## src/rtl/majority_voter_if.sv

```systemverilog
// Handshake and status bundle between a voter and the logic around it.
// The voter connects through the slave modport; its driver connects through master.
interface majority_voter_if #(
  parameter int unsigned N_IN  = 3,
  parameter int unsigned WIDTH = 8,
  parameter int unsigned CNT_W = 8
);
  logic                  in_valid;
  logic                  in_ready;
  logic [N_IN*WIDTH-1:0] in_data;
  logic                  out_valid;
  logic                  out_ready;
  logic [WIDTH-1:0]      out_data;
  logic                  out_tie;
  logic [N_IN-1:0]       out_mismatch;
  logic [N_IN-1:0]       fault_mask;
  logic [N_IN-1:0]       fault_clr;
  logic [CNT_W-1:0]      err_cnt;

  modport master (
    output in_valid, in_data, out_ready, fault_clr,
    input  in_ready, out_valid, out_data, out_tie, out_mismatch, fault_mask, err_cnt
  );

  modport slave (
    input  in_valid, in_data, out_ready, fault_clr,
    output in_ready, out_valid, out_data, out_tie, out_mismatch, fault_mask, err_cnt
  );
endinterface

```

## src/rtl/majority_voter.sv

```systemverilog
// N-channel bitwise majority voter with per-channel fault isolation,
// one-deep registered output stage and a saturating mismatch counter.
module majority_voter #(
  parameter int unsigned N_IN        = 3,
  parameter int unsigned WIDTH       = 8,
  parameter int unsigned FAULT_LIMIT = 4,
  parameter int unsigned CNT_W       = 8
) (
  input  logic            clk,
  input  logic            rst,
  majority_voter_if.slave bus
);
  localparam int unsigned NA_W = $clog2(N_IN + 1);
  localparam int unsigned CW   = 4;
  localparam int unsigned CW1  = CW + 1;
  localparam logic [CW1-1:0] LIMIT = CW1'(FAULT_LIMIT);

  logic             out_valid_q, out_valid_d;
  logic [WIDTH-1:0] out_data_q, out_data_d;
  logic             out_tie_q, out_tie_d;
  logic [N_IN-1:0]  out_mismatch_q, out_mismatch_d;
  logic [N_IN-1:0]  fault_mask_q, fault_mask_d;
  logic [CW-1:0]    cnt_q [N_IN];
  logic [CW-1:0]    cnt_d [N_IN];
  logic [CNT_W-1:0] err_cnt_q, err_cnt_d;

  logic             in_ready_c;
  logic             accept;
  logic             consume;
  logic [N_IN-1:0]  active;
  logic [NA_W-1:0]  na;
  logic [NA_W-1:0]  ones;
  logic [NA_W-1:0]  rem;
  logic [CW1-1:0]   inc;
  logic [WIDTH-1:0] vote_data;
  logic             vote_tie;
  logic [N_IN-1:0]  vote_mismatch;

  assign in_ready_c = !out_valid_q || bus.out_ready;
  assign accept     = bus.in_valid && in_ready_c;
  assign consume    = out_valid_q && bus.out_ready;
  assign active     = ~fault_mask_q;

  assign bus.in_ready     = in_ready_c;
  assign bus.out_valid    = out_valid_q;
  assign bus.out_data     = out_data_q;
  assign bus.out_tie      = out_tie_q;
  assign bus.out_mismatch = out_mismatch_q;
  assign bus.fault_mask   = fault_mask_q;
  assign bus.err_cnt      = err_cnt_q;

  // Vote over the active set; na == 0 naturally yields data 0, tie 1, no mismatches.
  always_comb begin
    na            = '0;
    ones          = '0;
    vote_data     = '0;
    vote_tie      = 1'b0;
    vote_mismatch = '0;
    for (int i = 0; i < N_IN; i++) na = na + NA_W'(active[i]);
    for (int b = 0; b < WIDTH; b++) begin
      ones = '0;
      for (int i = 0; i < N_IN; i++)
        ones = ones + NA_W'(active[i] & bus.in_data[i*WIDTH + b]);
      if ({ones, 1'b0} > {1'b0, na})       vote_data[b] = 1'b1;
      else if ({ones, 1'b0} == {1'b0, na}) vote_tie     = 1'b1;
    end
    for (int i = 0; i < N_IN; i++)
      vote_mismatch[i] = active[i] && (bus.in_data[i*WIDTH +: WIDTH] != vote_data);
  end

  // Next-state: output stage, streak counters, fault entry and clear.
  always_comb begin
    out_valid_d    = out_valid_q;
    out_data_d     = out_data_q;
    out_tie_d      = out_tie_q;
    out_mismatch_d = out_mismatch_q;
    fault_mask_d   = fault_mask_q;
    cnt_d          = cnt_q;
    err_cnt_d      = err_cnt_q;
    rem            = na;
    inc            = '0;

    if (accept) begin
      out_valid_d    = 1'b1;
      out_data_d     = vote_data;
      out_tie_d      = vote_tie;
      out_mismatch_d = vote_mismatch;
      if ((|vote_mismatch) && (err_cnt_q != '1)) err_cnt_d = err_cnt_q + CNT_W'(1);

      // Ascending index order decides who gets isolated when the active set runs low.
      for (int i = 0; i < N_IN; i++) begin
        if (active[i]) begin
          if (!vote_mismatch[i]) begin
            cnt_d[i] = '0;
          end else begin
            inc = {1'b0, cnt_q[i]} + CW1'(1);
            if (inc < LIMIT) begin
              cnt_d[i] = inc[CW-1:0];
            end else if ((rem > NA_W'(2)) && !bus.fault_clr[i]) begin
              fault_mask_d[i] = 1'b1;
              cnt_d[i]        = '0;
              rem             = rem - NA_W'(1);
            end else begin
              cnt_d[i] = LIMIT[CW-1:0];
            end
          end
        end
      end
    end else if (consume) begin
      out_valid_d = 1'b0;
    end

    for (int i = 0; i < N_IN; i++) begin
      if (bus.fault_clr[i]) begin
        fault_mask_d[i] = 1'b0;
        cnt_d[i]        = '0;
      end
    end
  end

  always_ff @(posedge clk) begin
    if (rst) begin
      out_valid_q    <= 1'b0;
      out_data_q     <= '0;
      out_tie_q      <= 1'b0;
      out_mismatch_q <= '0;
      fault_mask_q   <= '0;
      err_cnt_q      <= '0;
      for (int i = 0; i < N_IN; i++) cnt_q[i] <= '0;
    end else begin
      out_valid_q    <= out_valid_d;
      out_data_q     <= out_data_d;
      out_tie_q      <= out_tie_d;
      out_mismatch_q <= out_mismatch_d;
      fault_mask_q   <= fault_mask_d;
      err_cnt_q      <= err_cnt_d;
      cnt_q          <= cnt_d;
    end
  end
endmodule

```

## src/flat_wrapper.sv

```systemverilog
// flat-port wrapper written by rule: the top's interface ports become plain ports
module majority_voter_flat 
#(
  parameter int unsigned N_IN        = 3,
  parameter int unsigned WIDTH       = 8,
  parameter int unsigned FAULT_LIMIT = 4,
  parameter int unsigned CNT_W       = 8
)
  (clk, rst, bus_in_valid, bus_in_data, bus_out_ready, bus_fault_clr, bus_in_ready, bus_out_valid, bus_out_data, bus_out_tie, bus_out_mismatch, bus_fault_mask, bus_err_cnt);
  majority_voter_if #(.N_IN(N_IN), .WIDTH(WIDTH), .CNT_W(CNT_W)) bus_i ();
  input  logic clk;
  input  logic rst;
  input wire logic [$bits(bus_i.in_valid)-1:0] bus_in_valid;
  input wire logic [$bits(bus_i.in_data)-1:0] bus_in_data;
  input wire logic [$bits(bus_i.out_ready)-1:0] bus_out_ready;
  input wire logic [$bits(bus_i.fault_clr)-1:0] bus_fault_clr;
  output wire logic [$bits(bus_i.in_ready)-1:0] bus_in_ready;
  output wire logic [$bits(bus_i.out_valid)-1:0] bus_out_valid;
  output wire logic [$bits(bus_i.out_data)-1:0] bus_out_data;
  output wire logic [$bits(bus_i.out_tie)-1:0] bus_out_tie;
  output wire logic [$bits(bus_i.out_mismatch)-1:0] bus_out_mismatch;
  output wire logic [$bits(bus_i.fault_mask)-1:0] bus_fault_mask;
  output wire logic [$bits(bus_i.err_cnt)-1:0] bus_err_cnt;
  assign bus_i.in_valid = bus_in_valid;
  assign bus_i.in_data = bus_in_data;
  assign bus_i.out_ready = bus_out_ready;
  assign bus_i.fault_clr = bus_fault_clr;
  assign bus_in_ready = bus_i.in_ready;
  assign bus_out_valid = bus_i.out_valid;
  assign bus_out_data = bus_i.out_data;
  assign bus_out_tie = bus_i.out_tie;
  assign bus_out_mismatch = bus_i.out_mismatch;
  assign bus_fault_mask = bus_i.fault_mask;
  assign bus_err_cnt = bus_i.err_cnt;
  majority_voter #(.N_IN(N_IN), .WIDTH(WIDTH), .FAULT_LIMIT(FAULT_LIMIT), .CNT_W(CNT_W)) u_core (.clk(clk), .rst(rst), .bus(bus_i));
endmodule
```

## config.mk

```make
export PLATFORM = sky130hd
export DESIGN_NAME = majority_voter_flat
export DESIGN_NICKNAME = d
export VERILOG_FILES = /design/src/rtl/majority_voter_if.sv /design/src/rtl/majority_voter.sv /design/src/flat_wrapper.sv
export SDC_FILE = /design/constraint.sdc
export NUM_CORES = 1
export LEC_CHECK = 0
export BUFFER_PORTS_ARGS = -buffer_cell sky130_fd_sc_hd__clkbuf_2
export CAP_MARGIN = 40
export CORE_MARGIN = 2
export CORE_UTILIZATION = 45
export DETAILED_ROUTE_END_ITERATION = 16
export GPL_TIMING_DRIVEN = 0
export PLACE_DENSITY_LB_ADDON = 0.1
export SYNTH_ARGS = -nofsm -noshare
export SYNTH_HDL_FRONTEND = slang
export SYNTH_SLANG_ARGS = --single-unit
```

## constraint.sdc

```tcl
create_clock -name clk -period 7.15 [get_ports clk]
set_input_delay 0.715 -clock clk [delete_from_list [all_inputs] [get_ports clk]]
set_output_delay 0.715 -clock clk [all_outputs]
set_load 0.1 [all_outputs]
```

* After elaboration in Yosys (flattened, before gate mapping)
Index checks and enable logic that the tools add are counted.
Cells by class: bitwise operators 28, equal/unequal tests 12, $add $sub $neg 24, order comparisons 14, reductions and logical operators 26, mux-type cells 45
Operators by type and width (number):
- 2-bit adder | 16
- 1-bit 2-to-1 mux | 26
- 1-bit AND | 24
- 3-bit by 2-bit == test with 1-bit output | 8
- 3-bit by 2-bit > comparator with 1-bit output | 8
- 4-bit 2-to-1 mux | 6
- 8-bit inequality test | 3
- 2-bit 2-to-1 mux | 10
- 4-bit by 1-bit adder with 5-bit output, second input constant | 3
- 5-bit by 3-bit < comparator with 1-bit output, second input constant | 3
- 5-bit AND reduction | 3
- 1-bit logical AND | 9
- 3-bit 2-to-1 mux | 3
- 8-bit by 1-bit adder with 8-bit output, second input constant | 1
- 8-bit inequality test, second input constant | 1
- 2-bit AND reduction | 4
- 2-bit > comparator, second input constant | 3
- 2-bit OR reduction | 3
- 1-bit zero test | 4
- 2-bit by 1-bit subtractor with 2-bit output, second input constant | 2
- 1-bit inverter | 3
- 3-bit inverter | 1
- 3-bit OR reduction | 1
- 1-bit by 1-bit adder with 2-bit output | 1
- other kinds (3) | 3
Storage, ports and cells: input port bits 31, register bits after elaboration 36, output and inout port bits 25

* Logic depth before layout (Yosys ltp)
Gate-level depths: netlist (run 1).
depth after elaboration 23, mapped depth 19

* Least setup slack after synthesis (run 1)
Ideal clock, no wire load.
path kind register -> register, start register u_core.fault_mask_q[0], in the netlist u_core.bus.fault_mask[0], end register u_core.cnt_q[2] in the netlist's numbering, arrival 4.855 ns, path slack 2.179 ns, period minus slack after synthesis 4.971 ns, required time 7.034 ns, buffers on the path 0, cell stages (with the launch flop) 17, cell sequence dfxtp_1 > inv_1 > fa_1 > inv_1 > ha_1 > nor3b_2 > nor2_1 > o22ai_2 > o41ai_2 > nor4b_4 > a21oi_1 > ha_1 > or3b_2 > or3_1 > mux2i_1 > mux2i_1 > a41o_1
On the way: longest elaborated chain between the ends 23, elaborated cells on any way between the ends 70, those cells by class 20 x add/sub; 11 x order compare; 3 x eq/ne; 21 x mux; 9 x bitwise; 6 x reduce/logical
Ends and longest elaborated chain:
- start: declaration | line majority_voter.sv:22 | logic [N_IN-1:0] fault_mask_q, fault_mask_d;
- start signal: assignment | line majority_voter.sv:135 | fault_mask_q <= fault_mask_d;
- 3-bit inverter (*) | line majority_voter.sv:42 | assign active = ~fault_mask_q;
- 1-bit AND | line majority_voter.sv:63 | ones = ones + NA_W'(active[i] & bus.in_data[i*WIDTH + b]);
- 2-bit adder (2 in series) | line majority_voter.sv:63
- 3-bit by 2-bit > comparator with 1-bit output | line majority_voter.sv:64 | if ({ones, 1'b0} > {1'b0, na}) vote_data[b] = 1'b1;
- 1-bit 2-to-1 mux | line majority_voter.sv:64
- 8-bit inequality test | line majority_voter.sv:68 | vote_mismatch[i] = active[i] && (bus.in_data[i*WIDTH +: WIDTH] != vote_data);
- 1-bit logical AND | line majority_voter.sv:68
- 2-bit 2-to-1 mux | line majority_voter.sv:93 | if (!vote_mismatch[i]) begin
- (+6 left out)
- 2-bit 2-to-1 mux | line majority_voter.sv:93
- 2-bit 2-to-1 mux | line majority_voter.sv:92 | if (active[i]) begin
- 2-bit 2-to-1 mux | line majority_voter.sv:83 | if (accept) begin
- 2-bit > comparator | line majority_voter.sv:99 | end else if ((rem > NA_W'(2)) && !bus.fault_clr[i]) begin
- 1-bit logical AND | line majority_voter.sv:99
- 3-bit 2-to-1 mux | line majority_voter.sv:99
- 4-bit 2-to-1 mux | line majority_voter.sv:97 | if (inc < LIMIT) begin
- 4-bit 2-to-1 mux (*) | line majority_voter.sv:93
- end signal: assignment | line majority_voter.sv:137 | cnt_q <= cnt_d;
- end: declaration | line majority_voter.sv:23 | logic [CW-1:0] cnt_q [N_IN];
Every way passes the cells marked *; elsewhere a longest branch is shown, timed or not. The select of a mux whose other input is x is not followed. A chain may end at the register's enable or synchronous reset.

* Final worst setup path (run 1)
start register u_core.fault_mask_q[2], in the netlist u_core.bus.fault_mask[2], end register u_core.cnt_q[2] in the netlist's numbering
On the way: longest elaborated chain between the ends 22, elaborated cells on any way between the ends 62, those cells by class 11 x add/sub; 11 x order compare; 3 x eq/ne; 21 x mux; 9 x bitwise; 7 x reduce/logical
Ends and longest elaborated chain (line):
- 3-bit inverter (*) | majority_voter.sv:42
- 1-bit AND | majority_voter.sv:63
- 2-bit adder | majority_voter.sv:63
- 3-bit by 2-bit > comparator with 1-bit output | majority_voter.sv:64
- 1-bit 2-to-1 mux | majority_voter.sv:64
- 8-bit inequality test | majority_voter.sv:68
- 1-bit logical AND | majority_voter.sv:68
- 2-bit 2-to-1 mux | majority_voter.sv:93
- (+6 left out)
- 2-bit 2-to-1 mux | majority_voter.sv:93
- 2-bit 2-to-1 mux | majority_voter.sv:92
- 2-bit 2-to-1 mux | majority_voter.sv:83
- 2-bit > comparator | majority_voter.sv:99
- 1-bit logical AND | majority_voter.sv:99
- 3-bit 2-to-1 mux | majority_voter.sv:99
- 4-bit 2-to-1 mux | majority_voter.sv:97
- 4-bit 2-to-1 mux | majority_voter.sv:93
Marked as above.

==> results.py, run 1 <==
metrics = {
    "sta": {
        "setup_viol": 0,
        "worst_pin_slew_ps": 548,
        "fin_crit_ps": 5010,
        "fin_tns_setup_ps": 0,
        "timing.hold.ws_ps": 483,
        "period_share_pct": 70.1,
        "drv_slew": 0,
        "fmax_mhz": 200,
        "hold_viol": 0,
        "grt_setup_unrepaired": "no",
        "slew_headroom_pct": 63.6,
        "finClkSkew_ps": 3.96,
    },
    "synthesis": {
        "synth_mux_area_share_pct": 1.43,
        "synth_compound_area_share_pct": 23.2,
        "synth_top_family_by_area": "simple AND/OR/NAND/NOR gates",
        "synth-seq-cells": 36,
        "synth_top_cell_by_area": "dfxtp_1",
        "syn_inst": 342,
        "synth_fp_nets": 396,
        "netlist_top_cells_area": "dfxtp_1 (26%), fa_1 (6.4%), ha_1 (6.2%)",
        "synthAdderAreaFrac_pct": 12.7,
        "avgSynthCellArea_um2": 8.21,
        "synthArstFlopShare_pct": 0,
        "yosysTopAreaCellShare_pct": 25.7,
        "synth-edff-count": 0,
        "yosysMostFrequentCell": "nor2_1",
        "synth-seq-area-share_pct": 25.7,
        "synth_flop_cell": "dfxtp_1",
        "synth_warnings": 0,
        "yosys.area_share.simple_pct": 30.0,
        "netlist_area_mm2": 0.00281,
        "synth_xor_area_share_pct": 3.12,
        "synthDistinctLibCells": 44,
        "synth_common_cells": "nor2_1 (41), dfxtp_1 (36), a21oi_1 (28)",
    },
    "outcome": {
        "status": "complete, no violations",
    },
    "floorplan": {
        "die_h_um": 83.0,
        "start_util_pct": 46.9,
        "num_rows": 28,
        "die_area_mm2": 0.00689,
        "core_area_mm2": 0.00599,
        "die_w_um": 83.0,
        "io_pins": 56,
    },
    "worst_setup_path": {
        "cp-end-kind": "register",
        "crit_chain": "clkbuf_1 -> inv_1 -> fa_1 -> inv_1 -> ha_1 -> nor3b_2 -> nor2_1 -> o22ai_2 -> o41ai_2 -> nor4b_4 -> nor2_1 -> a21oi_1 -> ha_1 -> or3b_2 -> or3_1 -> mux2i_1 -> mux2i_1 -> a41o_1",
        "crit_path_start_kind": "register",
        "critPathArrivalTime_ps": 5190,
        "slowest_stage": "or3b_2",
        "cp.required_ps": 7330,
        "critPathMaxStageDelay_ps": 490,
        "critPathKind": "reg -> reg",
        "critPathBufInv": 3,
        "cp_max_fo": 10,
        "path_delay_family": "simple AND/OR/NAND/NOR gates",
    },
    "clock_network": {
        "post_cts_buffers": 0,
        "cts.sinks": 36,
        "cts_tree": "built",
        "clock_path_buffers": 2,
        "cts-buffers-inserted": 5,
        "worstSkewPairLatency_ps": 290,
        "htreeDepth": 2,
        "cts_resized": 0,
        "root_buffer": "clkbuf_8",
        "cts.clk_slew.worst_paths_ps": 70,
        "cts_hold_buf": 0,
    },
    "route": {
        "viasPerCell": 5.51,
        "drc_errors": 0,
        "routed_wl_um": 7100,
        "vias": 2643,
        "routedWlPerCell_um": 14.8,
        "drt-initial-drc-count": 109,
        "dr.pass1.iters": 4,
        "ant_nets": 0,
    },
    "worst_hold_path": {
        "hp-class": "reg -> reg",
    },
    "global_routing": {
        "antenna_found_initial": 0,
        "grt_first_pass_wirelength_um": 11400,
        "grt_pass1_vias": 2328,
        "grt_usage_pct": 20.2,
        "grt_max_degree": 11,
        "grt_overflow": 0,
    },
    "layout": {
        "seq_area_um2": 721,
        "nFillCells": 587,
        "drive_gt1_share_pct": 21.2,
        "num_antenna_cells": 0,
        "area_growth_pct": 16.3,
        "nets": 458,
        "multiInputGateArea_mm2": 0.00198,
    },
    "pwr": {
        "vdd_drop_max_uv": 118,
        "powerDensity_mw_per_mm2": 161,
        "p_total_mw": 0.527,
        "leakagePower_nw": 1.43,
    },
    "placement": {
        "routabilityCongestion": 0.878,
        "io_buffers": 55,
        "dp_hpwl_um": 5650,
    },
    "run": {
        "maxCapViolations": 0,
    },
}
per-layer routing:
metal  global-route usage [%]  routed length [µm]  vias up
met5                        0                   0        -
met2                     32.5                3240       67
met4                     4.77                  85        0
li1                         -                   -     1378
met3                     4.87                 407        8
met1                     27.5                3370     1190
power breakdown:
part | leakage (nW) | internal, mW | switching (mW)
Combinational | 1.09 | 0.0494 | 0.114
Sequential | 0.294 | 0.208 | 0.00607
Clock | 0.0455 | 0.0786 | 0.0707
flip-flops by register name (all words and copies together), names as in the netlist:
register                 flops
u_core.bus.out_tie           1
u_core.bus.out_mismatch      3
u_core.bus.out_data          8
u_core.bus.out_valid         1
u_core.cnt_q                12
u_core.bus.err_cnt           8
u_core.bus.fault_mask        3
logic make-up (layout without fill, tap and decap cells):
family / count (synthesis) / in the layout
AND/OR/NAND/NOR: 145 / 145
AO/OA/AOI/OAI: 100 / 100
flip-flops: 36 / 36
buffers and inverters: 24 / 87
adder cells (fa/ha/maj): 23 / 23
XOR/XNOR: 10 / 10
multiplexers: 4 / 4
worst reg2reg max path, delay by kind of cell, from the launching register on:
kind / cells / cell delay [ps]
adders and majority gates: 3 / 940
buffers and inverters: 3 / 870
DFF: 1 / 320
AOI/OAI and AO/OA: 4 / 780
and+or+nand+nor: 6 / 1660
muxes: 2 / 330
worst paths after layout:
check	cells past startpoint	slack, ps	to	startpoint
worst max-delay path	18	2140	u_core.cnt_q[2]$_SDFFE_PP0P_	u_core.bus.fault_mask[2]$_SDFFE_PP0P_
worst min-delay path	1	480	u_core.cnt_q[3]$_SDFFE_PP0P_	u_core.cnt_q[3]$_SDFFE_PP0P_
worst max register to register	18	2140	u_core.cnt_q[2]$_SDFFE_PP0P_	u_core.bus.fault_mask[2]$_SDFFE_PP0P_
worst min register to register	1	480	u_core.cnt_q[3]$_SDFFE_PP0P_	u_core.cnt_q[3]$_SDFFE_PP0P_
area by class of cell:
type / instances / share of cell area, %
multi-input combinational: 282 / 60.5
sequential: 36 / 22.1
timing repair buffer: 55 / 8.42
tap: 75 / 2.87
clock buffer: 8 / 2.76
buffer: 9 / 1.72
inverter: 15 / 1.72
cells in the final DEF (no fill, tap or decap), types with 3 or more instances in the layout:
cell type / n
o22ai_2: 3
nor3_1: 10
inv_1: 15
nand3_1: 7
fa_1: 9
clkbuf_1: 8
nor2b_1: 23
a22oi_1: 3
a21oi_1: 28
buf_6: 3
o21ai_1: 5
ha_1: 14
o21ai_0: 20
and3_1: 6
or3_1: 6
nor3b_2: 7
and2_1: 3
nand2b_1: 7
nand2_1: 19
nand2b_4: 4
clkbuf_2: 55
xnor2_1: 8
a211oi_1: 21
dfxtp_1: 36
nor4_1: 4
o22ai_1: 8
mux2i_1: 4
nor2_1: 41
clkbuf_8: 6
stage by stage:
step / util (%) / std cells / cell area [µm²] / worst slack, ps
after floorplan: - / 342 / 2810 / 2180
after global placement: 53.0 / 472 / 3180 / 2230
after detailed placement: 53.0 / 472 / 3180 / 2170
final: 54.6 / 480 / 3270 / 2140
after CTS: 54.6 / 480 / 3270 / 2160
after global routing: 54.6 / 480 / 3270 / 1780
(Power assumes the default switching activity.)
==> inputs of run 2 (changes only) <==
--- a/config.mk
+++ b/config.mk
@@ -5,6 +5,7 @@
 export SDC_FILE = /design/constraint.sdc
 export NUM_CORES = 1
 export LEC_CHECK = 0
+export ABC_AREA = 1
 export BUFFER_PORTS_ARGS = -buffer_cell sky130_fd_sc_hd__clkbuf_2
 export CAP_MARGIN = 40
 export CORE_MARGIN = 2
==> constraint.sdc (replaced) <==
create_clock -name clk -period 4.6 [get_ports clk]
set_input_delay 0.46 -clock clk [delete_from_list [all_inputs] [get_ports clk]]
set_output_delay 0.46 -clock clk [all_outputs]
set_load 0.1 [all_outputs]
==> run 2 against run 1 <==
Against the previous run: die area decreased by 0.84%; worst hold slack got worse by 39 ps; register-to-register slack got worse by 1600 ps; fmax increased by 22%; non-clock buffer count decreased by 3; combinational power increased by 50%; clock skew increased by 4.4 ps; first-iteration DRC count decreased by 39%; largest cell class unchanged; highest routed layer unchanged.
==> results.py, run 2 <==
metrics = {
    "synthesis": {
        "synth_top_cell_by_area": "dfxtp_1",
        "synth-seq-area-share_pct": 25.9,
        "synth_flop_cell": "dfxtp_1",
        "syn_inst": 398,
        "synth_warnings": 0,
        "synth_common_cells": "nand2_1 (95), inv_1 (57), nor2_1 (40)",
        "netlist_area_mm2": 0.00278,
        "synth_fp_nets": 452,
        "yosysMostFrequentCell": "nand2_1",
        "synth-seq-cells": 36,
        "netlist_top_cells_area": "dfxtp_1 (26%), nand2_1 (13%), inv_1 (7.7%)",
        "yosysTopAreaCellShare_pct": 25.9,
        "synthArstFlopShare_pct": 0,
        "synth-edff-count": 0,
        "avgSynthCellArea_um2": 6.99,
        "synthDistinctLibCells": 32,
    },
    "placement": {
        "dp_hpwl_um": 5220,
        "dp_cells": 528,
        "routabilityCongestion": 0.802,
        "io_buffers": 55,
        "postPlaceCellArea_mm2": 0.00315,
    },
    "worst_setup_path": {
        "critPathArrivalTime_ps": 4320,
        "crit_path_start_kind": "register",
        "cp_max_fo": 10,
        "reg2reg_depth": 25,
        "cp.required_ps": 4820,
        "crit_top_cell": "nand2_1",
        "critPathKind": "reg -> reg",
        "cp-end-kind": "register",
        "slowest_stage": "fa_1",
        "critPathMaxStageDelay_ps": 500,
    },
    "route": {
        "dr.pass1.iters": 4,
        "viasPerCell": 4.87,
        "drc_errors": 0,
        "drt-initial-drc-count": 66,
        "ant_nets": 0,
        "routed_wl_um": 6570,
        "routedWlPerCell_um": 12.3,
        "vias": 2605,
    },
    "sta": {
        "grt_setup_unrepaired": "no",
        "worst_pin_slew_ps": 554,
        "finClkSkew_ps": 8.34,
        "hold_viol": 0,
        "fmax_mhz": 244,
        "slew_headroom_pct": 63.2,
        "setup_viol": 0,
        "drv_slew": 0,
        "fin_tns_setup_ps": 0,
        "fin_crit_ps": 4110,
        "period_share_pct": 89.3,
    },
    "layout": {
        "instances_no_fill": 535,
        "final_common_cell": "nand2_1",
        "largest_reg_flops": 12,
        "num_antenna_cells": 0,
        "layout_common_cells": "nand2_1 (95), inv_1 (57), clkbuf_2 (55), nor2_1 (40), dfxtp_1 (36)",
        "post-route-util_pct": 54.2,
        "drive_gt1_share_pct": 20.2,
        "nets": 514,
        "top_register": "u_core.cnt_q",
        "final_area_mm2": 0.00323,
        "area_growth_pct": 16.0,
    },
    "clock_network": {
        "htreeDepth": 2,
        "cts.clk_slew.worst_paths_ps": 70,
        "cts_tree": "built",
        "worstSkewPairLatency_ps": 280,
        "clock_path_buffers": 2,
        "cts_resized": 0,
        "cts.sinks": 36,
        "root_buffer": "clkbuf_8",
        "cts_hold_buf": 0,
        "cts-buffers-inserted": 5,
        "post_cts_buffers": 0,
    },
    "pwr": {
        "powerDensity_mw_per_mm2": 244,
        "vdd_drop_max_uv": 170,
        "leakagePower_nw": 1.68,
        "p_total_mw": 0.788,
    },
    "global_routing": {
        "antenna_found_initial": 0,
        "grt_overflow": 0,
        "grt_max_degree": 11,
        "grt_first_pass_wirelength_um": 10900,
        "grt_usage_pct": 20.7,
        "grt_pass1_vias": 2386,
    },
    "outcome": {
        "status": "complete, no violations",
    },
    "floorplan": {
        "io_pins": 56,
        "core_area_mm2": 0.00596,
        "num_rows": 28,
        "die_area_mm2": 0.00683,
        "start_util_pct": 46.7,
        "die_w_um": 82.7,
        "die_h_um": 82.7,
    },
    "run": {
        "maxCapViolations": 0,
    },
    "worst_hold_path": {
        "hp-class": "in -> reg",
        "holdPathStages": 2,
    },
}
==> run 2: worst max-delay path, delay by kind of cell, from the launching register on <==
kind	cells	cell delay, ps
AND/OR/NAND/NOR	16	1350
buffers and inverters	5	1320
adder cells (fa/ha/maj)	3	950
flip-flops	1	320
AO/OA/AOI/OAI	1	110
==> run 2: final cells by class <==
type	count	area, µm²
multi-input combinational	295	1790
tap	75	93.8
buffer	6	37.5
inverter	61	231
fill	626	2730
clock buffer	6	72.6
clock inverter	1	5.00
timing repair buffer	55	275
sequential	36	721
==> run 2: cell families after synthesis <==
| group | synth area share (%) |
|---|---|
| flip-flops | 25.9 |
| buffers and inverters | 9.66 |
| AO/OA/AOI/OAI | 10.0 |
| adder cells (fa/ha/maj) | 12.8 |
| XOR/XNOR | 6.61 |
| AND/OR/NAND/NOR | 35.1 |
==> run 2: worst paths after layout <==
check | slack [ps] | end | startpoint
worst max-delay path | 490 | u_core.cnt_q[2]$_SDFFE_PP0P_ | u_core.bus.fault_mask[1]$_SDFFE_PP0P_
worst min-delay path | 440 | u_core.bus.err_cnt[7]$_SDFFE_PP0P_ | rst
worst max register to register | 490 | u_core.cnt_q[2]$_SDFFE_PP0P_ | u_core.bus.fault_mask[1]$_SDFFE_PP0P_
worst min register to register | 460 | u_core.cnt_q[7]$_SDFFE_PP0P_ | u_core.cnt_q[7]$_SDFFE_PP0P_
==> run 2: report_power, final <==
part / switching (mW) / total [mW] / internal [mW]
combinational: 0.179 / 0.246 / 0.0664
sequential: 0.00938 / 0.334 / 0.325
clock: 0.105 / 0.208 / 0.103
==> run 2: metrics by stage <==
stage / hold WS (ps) / setup WS [ps]
2_1_floorplan: 431 / 665
3_3_place_gp: 446 / 472
3_5_place_dp: 452 / 462
4_1_cts: 438 / 448
5_1_grt: 450 / 53.9
6_report: 444 / 494
==> run 2: layer usage <==
layer / GRT usage, % / vias to the layer above / routed length (µm)
met4: 2.95 / 0 / 19
met3: 3.59 / 2 / 243
li1: - / 1387 / -
met2: 33.2 / 51 / 2920
met5: 0 / - / 0
met1: 29.7 / 1165 / 3390
